===== config.mk =====
export PLATFORM = sky130hd
export DESIGN_NAME = delay_tap_loader_flat
export DESIGN_NICKNAME = d
export VERILOG_FILES = /design/src/rtl/delay_tap_loader_if.sv /design/src/rtl/delay_tap_loader.sv /design/src/flat_wrapper.sv
export SDC_FILE = /design/constraint.sdc
export NUM_CORES = 1
export LEC_CHECK = 0
export BUFFER_PORTS_ARGS = -buffer_cell sky130_fd_sc_hd__buf_2
export CAP_MARGIN = 30
export CORE_AREA = 2 2 56 69
export CTS_CLUSTER_DIAMETER = 120
export DETAILED_ROUTE_END_ITERATION = 10
export DIE_AREA = 0 0 58 71
export GPL_ROUTABILITY_DRIVEN = 0
export PLACE_DENSITY = 0.72
export SLEW_MARGIN = 10
export SYNTH_ARGS = -nofsm -noshare
export SYNTH_HDL_FRONTEND = slang
export SYNTH_SLANG_ARGS = --single-unit

===== constraint.sdc =====
create_clock -name clk_div -period 1.8 [get_ports clk_div]
set_input_delay 0 -clock clk_div [delete_from_list [all_inputs] [get_ports clk_div]]
set_output_delay 0 -clock clk_div [all_outputs]
set_load 0.01 [all_outputs]

===== src/rtl/delay_tap_loader_if.sv =====
// Bundles the tap-request handshake, delay-element control and status lines.
// master: tap requester / delay-element side (drives req_*, err_clr, dly_cntvalueout)
// slave : delay_tap_loader (drives ready, dly_* controls, cur_tap and status pulses)
interface delay_tap_loader_if #(
    parameter int unsigned TAP_W = 9
) ();
    logic             req_valid;
    logic [TAP_W-1:0] req_tap;
    logic             req_ready;
    logic             err_clr;
    logic             dly_en_vtc;
    logic             dly_load;
    logic [TAP_W-1:0] dly_cntvaluein;
    logic [TAP_W-1:0] dly_cntvalueout;
    logic [TAP_W-1:0] cur_tap;
    logic             done;
    logic             clamped;
    logic             err_sticky;

    modport master (
        output req_valid, req_tap, err_clr, dly_cntvalueout,
        input  req_ready, dly_en_vtc, dly_load, dly_cntvaluein, cur_tap,
               done, clamped, err_sticky
    );

    modport slave (
        input  req_valid, req_tap, err_clr, dly_cntvalueout,
        output req_ready, dly_en_vtc, dly_load, dly_cntvaluein, cur_tap,
               done, clamped, err_sticky
    );
endinterface


===== src/rtl/delay_tap_loader.sv =====
// Loads an absolute tap value into a VAR_LOAD delay element: drops EN_VTC,
// waits, pulses LOAD, lets the element settle, verifies CNTVALUEOUT (with
// bounded retries) and restores EN_VTC.
// Ports: clk_div  - delay-element control clock (rising edge)
//        rst_n    - asynchronous active-low reset
//        bus      - slave modport: request handshake, delay-element control,
//                   readback, cur_tap and done/clamped/err_sticky status
module delay_tap_loader #(
    parameter int unsigned TAP_W       = 9,
    parameter int unsigned MAX_TAP     = 511,
    parameter int unsigned VTC_WAIT    = 10,
    parameter int unsigned SETTLE_WAIT = 4,
    parameter int unsigned RETRIES     = 1
) (
    input  logic                clk_div,
    input  logic                rst_n,
    delay_tap_loader_if.slave   bus
);

    localparam int unsigned WAIT_MAX = (VTC_WAIT > SETTLE_WAIT) ? VTC_WAIT : SETTLE_WAIT;
    localparam int unsigned CNT_W    = (WAIT_MAX < 1) ? 1 : $clog2(WAIT_MAX + 1);
    localparam int unsigned ATT_W    = (RETRIES < 1) ? 1 : $clog2(RETRIES + 1);

    localparam logic [TAP_W-1:0] MAX_TAP_V   = TAP_W'(MAX_TAP);
    localparam logic [CNT_W-1:0] VTC_LAST    = CNT_W'((VTC_WAIT == 0) ? 0 : VTC_WAIT - 1);
    // SETTLE spans the cycle in which the element takes the load plus SETTLE_WAIT cycles
    localparam logic [CNT_W-1:0] SETTLE_LAST = CNT_W'(SETTLE_WAIT);
    localparam logic [ATT_W-1:0] ATT_MAX     = ATT_W'(RETRIES);

    typedef enum logic [2:0] {
        IDLE,
        VTC_OFF,
        LOAD,
        SETTLE,
        CHECK,
        VTC_ON
    } state_e;

    state_e           state_q, state_d;
    logic [CNT_W-1:0] cnt_q, cnt_d;
    logic [ATT_W-1:0] attempt_q, attempt_d;
    logic [TAP_W-1:0] target_q, target_d;
    logic [TAP_W-1:0] cntin_q, cntin_d;
    logic [TAP_W-1:0] cur_tap_q, cur_tap_d;
    logic             en_vtc_q, en_vtc_d;
    logic             load_q, load_d;
    logic             done_q, done_d;
    logic             clamped_q, clamped_d;
    logic             err_q, err_d;
    logic             ready_q, ready_d;

    logic             over_max;
    logic [TAP_W-1:0] req_tgt;

    assign over_max = bus.req_tap > MAX_TAP_V;
    assign req_tgt  = over_max ? MAX_TAP_V : bus.req_tap;

    // State and registered outputs
    always_ff @(posedge clk_div or negedge rst_n) begin
        if (!rst_n) begin
            state_q   <= IDLE;
            cnt_q     <= '0;
            attempt_q <= '0;
            target_q  <= '0;
            cntin_q   <= '0;
            cur_tap_q <= '0;
            en_vtc_q  <= 1'b1;
            load_q    <= 1'b0;
            done_q    <= 1'b0;
            clamped_q <= 1'b0;
            err_q     <= 1'b0;
            ready_q   <= 1'b1;
        end else begin
            state_q   <= state_d;
            cnt_q     <= cnt_d;
            attempt_q <= attempt_d;
            target_q  <= target_d;
            cntin_q   <= cntin_d;
            cur_tap_q <= cur_tap_d;
            en_vtc_q  <= en_vtc_d;
            load_q    <= load_d;
            done_q    <= done_d;
            clamped_q <= clamped_d;
            err_q     <= err_d;
            ready_q   <= ready_d;
        end
    end

    // Next-state and next-output decode
    always_comb begin
        state_d   = state_q;
        cnt_d     = cnt_q;
        attempt_d = attempt_q;
        target_d  = target_q;
        cntin_d   = cntin_q;
        cur_tap_d = cur_tap_q;
        en_vtc_d  = en_vtc_q;
        load_d    = 1'b0;
        done_d    = 1'b0;
        clamped_d = 1'b0;
        // a set in CHECK below overrides the clear
        err_d     = err_q & ~bus.err_clr;

        unique case (state_q)
            IDLE: begin
                if (bus.req_valid) begin
                    target_d  = req_tgt;
                    cntin_d   = req_tgt;
                    clamped_d = over_max;
                    attempt_d = '0;
                    cnt_d     = '0;
                    en_vtc_d  = 1'b0;
                    if (VTC_WAIT == 0) begin
                        state_d = LOAD;
                        load_d  = 1'b1;
                    end else begin
                        state_d = VTC_OFF;
                    end
                end
            end
            VTC_OFF: begin
                if (cnt_q == VTC_LAST) begin
                    cnt_d   = '0;
                    state_d = LOAD;
                    load_d  = 1'b1;
                end else begin
                    cnt_d = cnt_q + 1'b1;
                end
            end
            LOAD: begin
                cnt_d   = '0;
                state_d = (SETTLE_WAIT == 0) ? CHECK : SETTLE;
            end
            SETTLE: begin
                if (cnt_q == SETTLE_LAST) begin
                    cnt_d   = '0;
                    state_d = CHECK;
                end else begin
                    cnt_d = cnt_q + 1'b1;
                end
            end
            CHECK: begin
                if (bus.dly_cntvalueout == target_q) begin
                    cur_tap_d = target_q;
                    en_vtc_d  = 1'b1;
                    done_d    = 1'b1;
                    state_d   = VTC_ON;
                end else if (attempt_q < ATT_MAX) begin
                    // retry with VTC still disabled
                    attempt_d = attempt_q + 1'b1;
                    load_d    = 1'b1;
                    state_d   = LOAD;
                end else begin
                    err_d    = 1'b1;
                    en_vtc_d = 1'b1;
                    done_d   = 1'b1;
                    state_d  = VTC_ON;
                end
            end
            VTC_ON: begin
                state_d = IDLE;
            end
            default: begin
                state_d  = IDLE;
                en_vtc_d = 1'b1;
            end
        endcase

        ready_d = (state_d == IDLE);
    end

    assign bus.req_ready      = ready_q;
    assign bus.dly_en_vtc     = en_vtc_q;
    assign bus.dly_load       = load_q;
    assign bus.dly_cntvaluein = cntin_q;
    assign bus.cur_tap        = cur_tap_q;
    assign bus.done           = done_q;
    assign bus.clamped        = clamped_q;
    assign bus.err_sticky     = err_q;

endmodule


===== src/flat_wrapper.sv =====
// flat-port wrapper written by rule: the top's interface ports become plain ports
module delay_tap_loader_flat 
#(
    parameter int unsigned TAP_W       = 9,
    parameter int unsigned MAX_TAP     = 511,
    parameter int unsigned VTC_WAIT    = 10,
    parameter int unsigned SETTLE_WAIT = 4,
    parameter int unsigned RETRIES     = 1
)
  (clk_div, rst_n, bus_req_valid, bus_req_tap, bus_err_clr, bus_dly_cntvalueout, bus_req_ready, bus_dly_en_vtc, bus_dly_load, bus_dly_cntvaluein, bus_cur_tap, bus_done, bus_clamped, bus_err_sticky);
  delay_tap_loader_if #(.TAP_W(TAP_W)) bus_i ();
  input  logic clk_div;
  input  logic rst_n;
  input wire logic [$bits(bus_i.req_valid)-1:0] bus_req_valid;
  input wire logic [$bits(bus_i.req_tap)-1:0] bus_req_tap;
  input wire logic [$bits(bus_i.err_clr)-1:0] bus_err_clr;
  input wire logic [$bits(bus_i.dly_cntvalueout)-1:0] bus_dly_cntvalueout;
  output wire logic [$bits(bus_i.req_ready)-1:0] bus_req_ready;
  output wire logic [$bits(bus_i.dly_en_vtc)-1:0] bus_dly_en_vtc;
  output wire logic [$bits(bus_i.dly_load)-1:0] bus_dly_load;
  output wire logic [$bits(bus_i.dly_cntvaluein)-1:0] bus_dly_cntvaluein;
  output wire logic [$bits(bus_i.cur_tap)-1:0] bus_cur_tap;
  output wire logic [$bits(bus_i.done)-1:0] bus_done;
  output wire logic [$bits(bus_i.clamped)-1:0] bus_clamped;
  output wire logic [$bits(bus_i.err_sticky)-1:0] bus_err_sticky;
  assign bus_i.req_valid = bus_req_valid;
  assign bus_i.req_tap = bus_req_tap;
  assign bus_i.err_clr = bus_err_clr;
  assign bus_i.dly_cntvalueout = bus_dly_cntvalueout;
  assign bus_req_ready = bus_i.req_ready;
  assign bus_dly_en_vtc = bus_i.dly_en_vtc;
  assign bus_dly_load = bus_i.dly_load;
  assign bus_dly_cntvaluein = bus_i.dly_cntvaluein;
  assign bus_cur_tap = bus_i.cur_tap;
  assign bus_done = bus_i.done;
  assign bus_clamped = bus_i.clamped;
  assign bus_err_sticky = bus_i.err_sticky;
  delay_tap_loader #(.TAP_W(TAP_W), .MAX_TAP(MAX_TAP), .VTC_WAIT(VTC_WAIT), .SETTLE_WAIT(SETTLE_WAIT), .RETRIES(RETRIES)) u_core (.clk_div(clk_div), .rst_n(rst_n), .bus(bus_i));
endmodule

# Word level (Yosys, flattened, before mapping)
# Cells that the tools add are included.
# word_totals
register_bits	32
latch_bits	0
ram_bits	0
rom_bits	0
input_bits	22
output_inout_bits	24
elab_cells	70
memories	0
# op_classes
n_addsub	2
multipliers	0
div	0
order_cmp	2
eq_ne	12
shift	0
mux	30
n_bitwise	3
n_reduce_logical	10
# op_table
op	n
two-way mux 1 bit	16
case mux 4 bit (4 select lines)	1
two-way mux 3 bit	5
case mux 3 bit (5 select lines)	1
two-way mux 4 bit	3
== test 9 bit	1
> comparator 9 bit (second input constant)	1
two-way mux 9 bit	1
== test 3 x 2 -> 1 bit (second input constant)	2
== test 3 bit (second input constant)	2
zero test 3 bit	2
AND reduction 2 bit	3
adder 4 x 1 -> 4 bit (second input constant)	1
== test 4 x 3 -> 1 bit (second input constant)	1
== test 4 bit (second input constant)	1
!= test 2 bit (second input constant)	2
case mux 1 bit (2 select lines)	2
AND reduction 4 bit	1
nonzero test 4 bit	1
OR reduction 4 bit	1
== test 3 x 1 -> 1 bit (second input constant)	1
!= test 3 x 2 -> 1 bit (second input constant)	1
case mux 1 bit (3 select lines)	1
AND reduction 3 bit	1
other kinds (6)	7

# Logic depth before layout (Yosys ltp)
# logic_depth
ltp_word	5
mapped_depth	6

# Least setup slack after synthesis
# OpenSTA, ideal clock, no wires.
# synth_path
kind	register -> register
start	register u_core.cnt_q[0]
end	register u_core.cnt_q[2]
setup_time_ps	64
arrival_ps	1619
required_ps	1736
path_slack_ps	117
path_stages_with_launch	7
period_less_slack_ps	1683
cell_sequence	dfrtp_1 -> inv_1 -> ha_1 -> and3b_1 -> a2111o_1 -> nor4b_1 -> a21o_1
# synth_via
elab_chain_cells	3
# synth_lines
element	line_no	text
start, declared	delay_tap_loader.sv:40	logic [CNT_W-1:0] cnt_q, cnt_d;
start signal, assigned	delay_tap_loader.sv:75	cnt_q <= cnt_d;
adder 4 x 1 -> 4 bit (tied with other cells)	delay_tap_loader.sv:127, delay_tap_loader.sv:139	
two-way mux 4 bit, on equally long branches	delay_tap_loader.sv:135, delay_tap_loader.sv:122	
case mux 4 bit (4 select lines) (*)	delay_tap_loader.sv:104	unique case (state_q)
# Every way passes the cells marked *; elsewhere a longest branch is shown, timed or not.
# A chain may end at the register's enable or synchronous reset.

# Worst setup path in the final report
# Ends and elaborated chain as after synthesis.

==> Flow_metrics.wiki <==
{| class="wikitable"
! Metric !! Value
|-
| Via count of the first global-routing pass || 1274
|-
| Via count || 1192
|-
| Power density of the placed cells || between 1000 and 1500 nW/um2
|-
| Number of rows in the core area || 24
|-
| Critical path cell sequence || inv_1 -> ha_1 -> and3b_1 -> a2111o_1 -> nor4b_2 -> a21o_1
|-
| Internal power of the cells || between 1500 and 2000 uW
|-
| Power consumption || 2702 uW
|-
| Number of max-cap violations || 0
|-
| Critical setup path kind || flip-flop to flip-flop
|-
| Worst hold slack after final layout || ~0.039 ns
|-
| Vias per inst || ~5.1
|-
| Synthesized flop and latch total || 32
|-
| Initial antenna violation count || 0
|-
| P_sw || 978.6 uW
|-
| Number of unique standard cell types used by synthesis || 34
|-
| Deepest clock path buffer count || 2
|-
| Root Buffer || sky130_fd_sc_hd__clkbuf_8
|-
| Number of H-tree branching levels || 2
|-
| Synthesized Nets || 150
|-
| Wire length of the first global-routing pass || approximately 5400 um
|-
| Result of the run || finished, violations left
|-
| Wire per inst || between 10 and 15 um
|-
| Slowest cell delay on critical path || approximately 0.46 ns
|-
| Final Max Slew Viols || 0
|-
| GR Overflow Total || 0
|-
| Antenna diodes || 0
|-
| Maximum clock frequency || 555.3 MHz
|-
| Clock Sinks || 32
|-
| Core footprint || between 3000 and 4000 um2
|-
| DRC viols || 0
|-
| Detail Route Antenna Nets || 0
|-
| Actual transition at the worst max-transition pin || 0.6899 ns
|-
| Number of instances in the synthesized netlist || ~130
|-
| Clock period minus worst slack || between 1.5 and 2 ns
|-
| Final-report hold violation count || 0
|-
| Cts bufs inserted || 5
|-
| Cell type of the slowest stage on the worst timing path || sky130_fd_sc_hd__a2111o_1
|-
| YS warnings || 0
|-
| Overall fraction of global-route tracks in use || ~17%
|-
| Portion of total power attributed to sequential cells || 41.8%
|-
| Count of flip-flops with a built-in enable after synthesis || 0
|-
| Clock transition at the registers of the reported paths || 0.07 ns
|-
| Switching share of power || between 30% and 40%
|-
| Mean post-synth cell area || between 10 and 15 um2
|-
| Critical path fanouts, max || 5
|-
| Proportion of register bits with asynchronous set or reset after synthesis || 100.0%
|-
| CP arrival || 2.02 ns
|-
| Portion of total power attributed to the clock network || 19.6%
|-
| Die Span Y || 71 um
|-
| Ports || 46
|-
| Kind of end point of the critical path || flip-flop
|-
| Wirelength, routed || 3313 um
|-
| Number of iterations in the first detailed-routing pass || 3
|-
| Peak ir drop on the vdd network || between 0.0007 and 0.0008 V
|-
| Hold/Removal Path Class || input port to flip-flop
|-
| Die Width || 58 um
|-
| Proportion of power drawn by combinational gates || between 30 and 40%
|-
| Die area || a little over 4000 um2
|-
| Signed area change from the synthesized netlist to the final layout || 36.40%
|-
| Clock insertion delay at the later pin of the skew report || 0.29 ns
|-
| Violations in the final reports || setup timing
|-
| Share of post-route cells with drive strength above 1 || between 40% and 50%
|-
| Tcrit/Tclk final || 100.0%
|-
| Starting density of the core || between 40% and 50%
|-
| TritonCTS clock tree || built
|-
| Final worst slack || -0.0008145 ns
|-
| Number of nets in the layout || 217
|-
| Most common flop cell mapped by yosys || sky130_fd_sc_hd__dfrtp_1
|-
| Portion of the post-synthesis area used by sequential elements || a little over half
|-
| Worst clock skew || between 0.007 and 0.008 ns
|-
| First-iteration detailed-routing DRC count || 32
|-
| Number of buffer cells added on primary ports || 45
|-
| Worst Setup Start Kind || flip-flop
|-
| HPWL after detailed placement || about 2200 um
|-
| Leak || ~0.0010 uW
|-
| Count of final setup violators || 1
|-
| Pin count of the biggest net entering global routing || 33
|-
| Synthesized cell area || between 1000 and 1500 um2
|-
| Worst slew margin || between 50 and 60%
|-
| Worst path required time || just over 2 ns
|-
| Total of fill cells in the finished design || just under 300
|}
cell usage in the layout, fill, tap and decap left out, drive strengths merged, types with 3 or more instances in the layout:
cell type | netlist | routed
a21o | 3 | 3
a21oi | 3 | 3
buf | 4 | 54
clkbuf | 1 | 7
dfrtp | 30 | 30
dlygate4sd3 | 0 | 11
ha | 3 | 3
inv | 6 | 6
mux2 | 18 | 18
nand2 | 6 | 6
nor2 | 7 | 7
o21ai | 4 | 4
or3 | 3 | 3
xnor2 | 9 | 9
flip-flops by register name, indices dropped and copies added (netlist names):
name / flops
u_core.attempt_q: 1
u_core.bus.clamped: 1
u_core.bus.cur_tap: 9
u_core.bus.dly_cntvaluein: 9
u_core.bus.dly_en_vtc: 1
u_core.bus.dly_load: 1
u_core.bus.done: 1
u_core.bus.err_sticky: 1
u_core.bus.req_ready: 1
u_core.cnt_q: 4
u_core.state_q: 3
Yosys cell counts (2+ instances only):
library cell | instances | area share (%)
sky130_fd_sc_hd__or3_1 | 3 | 1.3
sky130_fd_sc_hd__o31ai_1 | 2 | 1.0
sky130_fd_sc_hd__a21oi_1 | 3 | 1.0
sky130_fd_sc_hd__dfstp_2 | 2 | 3.5
sky130_fd_sc_hd__dfrtp_1 | 30 | 50
sky130_fd_sc_hd__o22ai_1 | 2 | 0.84
sky130_fd_sc_hd__inv_1 | 6 | 1.5
sky130_fd_sc_hd__or2_2 | 2 | 0.84
sky130_fd_sc_hd__o21ai_0 | 4 | 1.3
sky130_fd_sc_hd__mux2_2 | 18 | 14
sky130_fd_sc_hd__nor3_1 | 2 | 0.67
sky130_fd_sc_hd__a211oi_1 | 2 | 1.0
sky130_fd_sc_hd__a21o_1 | 3 | 1.5
sky130_fd_sc_hd__o21a_1 | 2 | 1.0
sky130_fd_sc_hd__nand3_1 | 2 | 0.67
sky130_fd_sc_hd__buf_2 | 3 | 1.0
sky130_fd_sc_hd__nand2_1 | 6 | 1.5
sky130_fd_sc_hd__ha_1 | 3 | 2.5
sky130_fd_sc_hd__nor4b_1 | 2 | 1.2
sky130_fd_sc_hd__xnor2_1 | 9 | 5.3
sky130_fd_sc_hd__nor2_1 | 6 | 1.5
path summary, 6_finish.rpt:
kind / to / slack (ns) / depth (start not counted) / start
max in group asynchronous: u_core.bus.dly_load / 1.06 / 2 / rst_n
min in group asynchronous: u_core.cnt_q[3] / 0.29 / 2 / rst_n
min reg2reg: u_core.bus.cur_tap[0] / 0.51 / 1 / u_core.bus.cur_tap[0]
min: u_core.attempt_q / 0.04 / 4 / bus_req_valid
max: u_core.cnt_q[2] / -0.0008 / 6 / u_core.cnt_q[0]
max reg2reg: u_core.cnt_q[2] / -0.0008 / 6 / u_core.cnt_q[0]
cell type report:
class                   instances  area (um2)  share of cell area (%)
inverters                       6       22.52                   1.104
repair buffers                 65       406.6                   19.94
well taps                      39       48.80                   2.393
flip-flops and latches         32       803.3                   39.39
clock inverters                 1       5.005                  0.2454
clock buffers                   7       76.32                   3.742
multi-input cells              82       676.9                   33.19
cells by family (layout without fill, tap and decap cells):
family / Yosys count / in the layout / share of synthesized area (%)
buffers and inverters: 11 / 79 / 3.263
AND/OR/NAND/NOR: 31 / 31 / 12.30
other: 1 / 1 / 0.2508
AO/OA/AOI/OAI: 20 / 20 / 9.120
XOR/XNOR: 9 / 9 / 5.272
adder cells (fa/ha/maj): 3 / 3 / 2.511
multiplexers: 18 / 18 / 13.56
flip-flops: 32 / 32 / 53.72
routing by layer:
metal | routed length [um] | global-route usage [%] | vias to the layer above
met2 | 1751 | 30.93 | 39
met3 | 187 | 4.570 | 4
met1 | 1321 | 18.98 | 583
li1 | - | - | 566
met4 | 53 | 6.977 | 0
met5 | 0 | 0 | -
timing repair:
item,4_1_cts,5_1_grt
endpoints found under the hold margin,40,0
setup buffers,2,0
setup endpoints to repair,1,9
pin swaps,0,2
resized for setup,0,5
hold buffers,11,0
critical path: cells and delay by family (launching register included):
kind	cells	cell delay (ns)
fa+ha+maj	1	0.19
simple gates	2	0.50
buf+inv	1	0.07
compound gates	2	0.58
flops	1	0.41
power groups by stage:
stage / registers [uW] / logic, uW / clock network (uW)
global route: 1160 / 1150 / 577
finish: 1130 / 1040 / 530
global placement: 1120 / 907 / 0
floorplan: 1150 / 604 / 0
CTS: 1120 / 1000 / 548
detailed placement: 1140 / 942 / 0
metrics by stage:
stage	cell area [um2]	setup slack (ns)	TNS (ns)	utilization, %	std cells
3_3_place_gp	1802	0.07821	0	51.72	211
2_1_floorplan	1495	0.1166	0	-	125
5_1_grt	2039	-0.04325	-0.04386	58.55	232
3_5_place_dp	1802	-0.01345	-0.01345	51.72	211
6_report	2039	-0.0008145	-0.0008145	58.55	232
4_1_cts	2008	0.02598	0	57.65	232
Power figures use the tool's default switching activity.
